[config.mk]
export PLATFORM = sky130hd
export DESIGN_NAME = parity_frame_acc
export DESIGN_NICKNAME = d
export VERILOG_FILES = /design/src/rtl/parity_pkg.sv /design/src/rtl/parity_tree.sv /design/src/rtl/parity_frame_acc.sv
export SDC_FILE = /design/constraint.sdc
export NUM_CORES = 1
export LEC_CHECK = 0
export BUFFER_PORTS_ARGS = -buffer_cell sky130_fd_sc_hd__buf_2
export CORE_MARGIN = 8
export CORE_UTILIZATION = 50
export DETAILED_ROUTE_END_ITERATION = 12
export PLACE_DENSITY = 0.81
export REMOVE_ABC_BUFFERS = 1
export SYNTH_ARGS = -nofsm -noshare
export SYNTH_HDL_FRONTEND = slang
export SYNTH_SLANG_ARGS = --single-unit
[constraint.sdc]
create_clock -name clk -period 3.8 [get_ports clk]
set_input_delay 0.76 -clock clk [delete_from_list [all_inputs] [get_ports clk]]
set_output_delay 0.76 -clock clk [all_outputs]
set_load 0.01 [all_outputs]
[src/rtl/parity_pkg.sv]
// Shared definitions for the streaming frame-parity accumulator:
// frame state encoding, parity mode constants and a generic XOR reduction.
package parity_pkg;

  // IDLE: no partial frame held; ACC: at least one word of an open frame held
  typedef enum logic {
    IDLE = 1'b0,
    ACC  = 1'b1
  } state_t;

  localparam logic MODE_EVEN = 1'b0;
  localparam logic MODE_ODD  = 1'b1;

  // Widest word xor_reduce accepts; narrower words are zero-extended,
  // which leaves the parity unchanged.
  localparam int XOR_MAX_W = 1024;

  // XOR-reduce an arbitrary-width word (callers zero-extend to XOR_MAX_W)
  function automatic logic xor_reduce(input logic [XOR_MAX_W-1:0] v);
    return ^v;
  endfunction

endpackage : parity_pkg

[src/rtl/parity_tree.sv]
// Purely combinational WIDTH-bit XOR reduction (word parity).
// Generalised form of the 16-input parity benchmark; kept as its own block
// so a pipelined variant can be dropped in later without touching the top.
module parity_tree
  import parity_pkg::*;
#(
  parameter int WIDTH = 16
) (
  input  logic [WIDTH-1:0] in_data,
  output logic             parity
);

  logic [XOR_MAX_W-1:0] w_ext;

  // Zero-extend into the reduction function's fixed argument width
  always_comb begin
    w_ext  = XOR_MAX_W'(in_data);
    parity = xor_reduce(w_ext);
  end

endmodule : parity_tree

[src/rtl/parity_frame_acc.sv]
// Streaming frame parity accumulator.
// Folds the XOR-reduction of each accepted WIDTH-bit word into a running
// frame parity and emits one (parity, word count) result per frame on a
// backpressured output stream. A frame closes on in_last or on its
// FRAME_LEN-th word, whichever comes first.
// Optional build macro: PARITY_CHECK_EN adds exp_parity / parity_err.
module parity_frame_acc
  import parity_pkg::*;
#(
  parameter int WIDTH     = 16,
  parameter int FRAME_LEN = 8,
  parameter int CNT_W     = $clog2(FRAME_LEN + 1)
) (
  input  logic             clk,
  input  logic             rst_n,
  input  logic             in_valid,
  output logic             in_ready,
  input  logic [WIDTH-1:0] in_data,
  input  logic             in_last,
  input  logic             mode_odd,
`ifdef PARITY_CHECK_EN
  input  logic             exp_parity,
  output logic             parity_err,
`endif
  output logic             out_valid,
  input  logic             out_ready,
  output logic             out_parity,
  output logic [CNT_W-1:0] out_count
);

  localparam logic [CNT_W-1:0] FRAME_LEN_C = CNT_W'(FRAME_LEN);

  state_t           r_state;
  logic             r_acc;
  logic [CNT_W-1:0] r_count;
  logic             r_mode;
  logic             r_out_valid;
  logic             r_out_parity;
  logic [CNT_W-1:0] r_out_count;
`ifdef PARITY_CHECK_EN
  logic             r_parity_err;
`endif

  logic             w_wp;
  logic             w_accept;
  logic             w_acc_eff;
  logic             w_mode_eff;
  logic [CNT_W-1:0] w_count_inc;
  logic             w_close;
  logic             w_result;

  parity_tree #(
    .WIDTH (WIDTH)
  ) u_parity_tree (
    .in_data (in_data),
    .parity  (w_wp)
  );

  // Ready depends only on the output register draining, never on in_valid
  assign in_ready = !r_out_valid || out_ready;
  assign w_accept = in_valid && in_ready;

  // Effective frame context: a word arriving in IDLE starts from a clean
  // accumulator and uses the live mode input instead of the latched one
  always_comb begin
    w_acc_eff   = 1'b0;
    w_mode_eff  = mode_odd;
    w_count_inc = CNT_W'(1);
    if (r_state == ACC) begin
      w_acc_eff   = r_acc;
      w_mode_eff  = r_mode;
      w_count_inc = r_count + CNT_W'(1);
    end
    w_close  = in_last || (w_count_inc == FRAME_LEN_C);
    w_result = w_acc_eff ^ w_wp ^ w_mode_eff;
  end

  // Frame FSM, accumulator and registered result stream
  always_ff @(posedge clk) begin
    if (!rst_n) begin
      r_state      <= IDLE;
      r_acc        <= 1'b0;
      r_count      <= '0;
      r_mode       <= MODE_EVEN;
      r_out_valid  <= 1'b0;
      r_out_parity <= 1'b0;
      r_out_count  <= '0;
`ifdef PARITY_CHECK_EN
      r_parity_err <= 1'b0;
`endif
    end else begin
      // A consumed result is dropped unless a new close reloads it below
      if (r_out_valid && out_ready) begin
        r_out_valid <= 1'b0;
      end
      if (w_accept) begin
        if (w_close) begin
          r_out_valid  <= 1'b1;
          r_out_parity <= w_result;
          r_out_count  <= w_count_inc;
`ifdef PARITY_CHECK_EN
          r_parity_err <= (w_result != exp_parity);
`endif
          r_acc        <= 1'b0;
          r_count      <= '0;
          r_state      <= IDLE;
        end else if (r_state == IDLE) begin
          r_acc   <= w_wp;
          r_count <= CNT_W'(1);
          r_mode  <= mode_odd;
          r_state <= ACC;
        end else begin
          r_acc   <= r_acc ^ w_wp;
          r_count <= w_count_inc;
        end
      end
    end
  end

  assign out_valid  = r_out_valid;
  assign out_parity = r_out_parity;
  assign out_count  = r_out_count;
`ifdef PARITY_CHECK_EN
  assign parity_err = r_parity_err;
`endif

endmodule : parity_frame_acc
==> impl_metrics.yaml <==
detailed_routing:
  drt-met1-wl_um: 748
  vias: 659
  first_iter_violations: 13
  route.met2.wl_um: 807
  post_drt_wl_per_cell_um: 13.5
  wl_met3_um: 100
  firstDrtPassIters: 4
  post-route-drc-count: 0
  antenna_left: 0
  viasPerCell: 5.27
  route.top_layer_used: "met4"
  wl_um: 1680
worst_setup_path:
  cp-start-kind: "input port"
  required_ps: 4030
  end_kind: "flip-flop"
  rr_endpoint: "out_parity$_SDFFE_PN0P_"
  r2r_slack_ps: 1770
  worst-path-max-fanout: 2
  arrival_ps: 2350
  reg2reg_depth: 6
  r2r-start: "r_state$_SDFFE_PN0P_"
  critPathKind: "input port to flip-flop"
die:
  start_util_pct: 52.0
  row_count: 14
  io_pins: 29
  die_x_um: 55.1
  core_um2: 1470
  die-height_um: 55.1
  dieArea_um2: 3040
clocking:
  clock_path_buffers: 2
  cts_made_buffers: 3
  cts_sinks: 13
  cts_resized: 0
  cts_max_level: 1
  post_cts_buffers: 0
  path_clk_slew_ps: 80
  postCtsHoldBufs: 0
  cts_tree: "done"
  cts_root_buffer: "clkbuf_4"
  clock_latency_ps: 280
yosys:
  synthXorXnorAreaFrac_pct: 22.1
  syn_area_um2: 766
  synth.distinct_cells: 27
  synth_top_family_by_area: "XOR/XNOR gates"
  synthAdderAreaFrac_pct: 1.63
  postSynthAreaPerCell_um2: 9.57
  synthSimpleGateAreaFrac_pct: 19.1
  synth_top_flop_cell: "dfxtp_1"
  ys_seq_area_share_pct: 34.0
  synthMuxAreaShare_pct: 5.39
  synth_edf_count: 0
  ys_ff_latch: 13
  yosys_warnings: 0
  async_flop_share_pct: 0
  syn_inst: 80
  synth_compound_area_share_pct: 15.8
place:
  dp_hpwl_um: 1340
  io_buffers: 28
  gp_congestion: 0.859
cells_and_area:
  final_layout_size_suffix_gt1_share_pct: 31.2
  nets: 133
  layout_common_cells: "buf_2 (28), xnor2_1 (14), dfxtp_1 (13)"
  layout_commonest_cell: "buf_2"
  diodes: 0
  syn2layout_area_growth_pct: 22.9
grt:
  grt_overflow: 0
  grt_pass1_vias: 716
  antenna_found_initial: 0
  grt_start_max_net_pins: 14
  grt_pass1_wl_um: 2860
  track_usage_pct: 12.7
sta:
  clock_skew_ps: 0.429
  worst_pin_slew_ps: 391
  slew_violations: 0
  max-slew-margin-rel_pct: 73.9
  finalCritPeriodShare_pct: 55.9
  finalSetupViolCount: 0
  finalCriticalPeriod_ps: 2120
  fmax_mhz: 471
  setup_tns_ps: 0
  whs_ps: 482
  rsz0062_at_grt: "false"
  hold_violations: 0
outcome:
  outcome: "finished clean"
power_and_ir_drop:
  power.density_nw_per_um2: 368
  p_leak_nw: 0.408
  ir_drop_v: 0.000272
worst_hold_path:
  hold_path_depth: 2
  min_to: "out_count[1]$_SDFFE_PN0P_"
  holdCritPathClass: "flip-flop to flip-flop"
  hold_start: "out_count[1]$_SDFFE_PN0P_"
run:
  cap_violations: 0
metal layers:
layer,vias up,GRT usage [%]
met3,2,4.01
met4,0,6.40
li1,336,-
met2,20,20.5
met1,301,14.8
met5,-,0
cell families after synthesis:
| family | Yosys count |
|---|---|
| buf+inv | 4 |
| simple gates | 25 |
| fa+ha+maj | 1 |
| mux | 4 |
| compound gates | 17 |
| xor+xnor | 16 |
| flops | 13 |
layout make-up:
class / count / area [um2]
Multi-Input combinational cell: 63 / 490
Clock buffer: 4 / 26.3
Tap cell: 16 / 20.0
Inverter: 1 / 3.75
Fill cell: 134 / 531
Timing Repair Buffer: 28 / 140
Sequential cell: 13 / 260
critical path, cell delays in order:
cell and delay (ps):
buf_2 100, xnor2_1 180, xnor2_1 140, xnor3_1 470
xor3_1 370, o31ai_1 180, and2_1 140
cells in the mapped netlist (3+ instances only):
library cell,number,area [um2]
clkbuf_1,3,11.3
dfxtp_1,13,260
nand2_1,4,15.0
o21ai_0,4,20.0
mux2i_1,3,30.0
xnor2_1,14,123
nor2b_1,9,56.3
nand3_1,3,15.0
and2_1,3,18.8
a22oi_1,3,22.5
through the flow:
| step | power [mW] | cell area [um2] | instances | setup slack [ps] | util [%] |
|---|---|---|---|---|---|
| final | 0.346 | 941 | 125 | 1680 | 63.9 |
| after global placement | 0.258 | 915 | 121 | 1460 | 62.2 |
| after detailed placement | 0.263 | 915 | 121 | 1380 | 62.2 |
| after floorplan | 0.235 | 754 | 77 | 1590 | - |
| after global routing | 0.366 | 941 | 125 | 1610 | 63.9 |
| after CTS | 0.347 | 941 | 125 | 1670 | 63.9 |
flip-flops by register name (all words and copies together), names as in the netlist:
register and flops:
r_state 1, out_valid 1, r_acc 1, out_count 4
out_parity 1, r_count 4, r_mode 1
power breakdown:
group	switching [mW]	internal (mW)	total (mW)
clock network	0.0453	0.0407	0.0860
logic	0.0432	0.0667	0.110
registers	0.00646	0.143	0.150
how the worst max path moves through the flow:
| stage | start | end | depth (start not counted) | slack (ps) |
|---|---|---|---|---|
| after floorplan | in_data[7] | out_parity$_SDFFE_PN0P_ | 6 | 1590 |
| after global placement | in_data[7] | out_parity$_SDFFE_PN0P_ | 7 | 1460 |
| after detailed placement | in_data[7] | out_parity$_SDFFE_PN0P_ | 7 | 1380 |
| after CTS | in_data[7] | out_parity$_SDFFE_PN0P_ | 7 | 1670 |
| after global routing | in_data[1] | out_parity$_SDFFE_PN0P_ | 7 | 1610 |
| final | in_data[7] | out_parity$_SDFFE_PN0P_ | 7 | 1680 |
No activity file was read; power rests on OpenSTA's default activity.
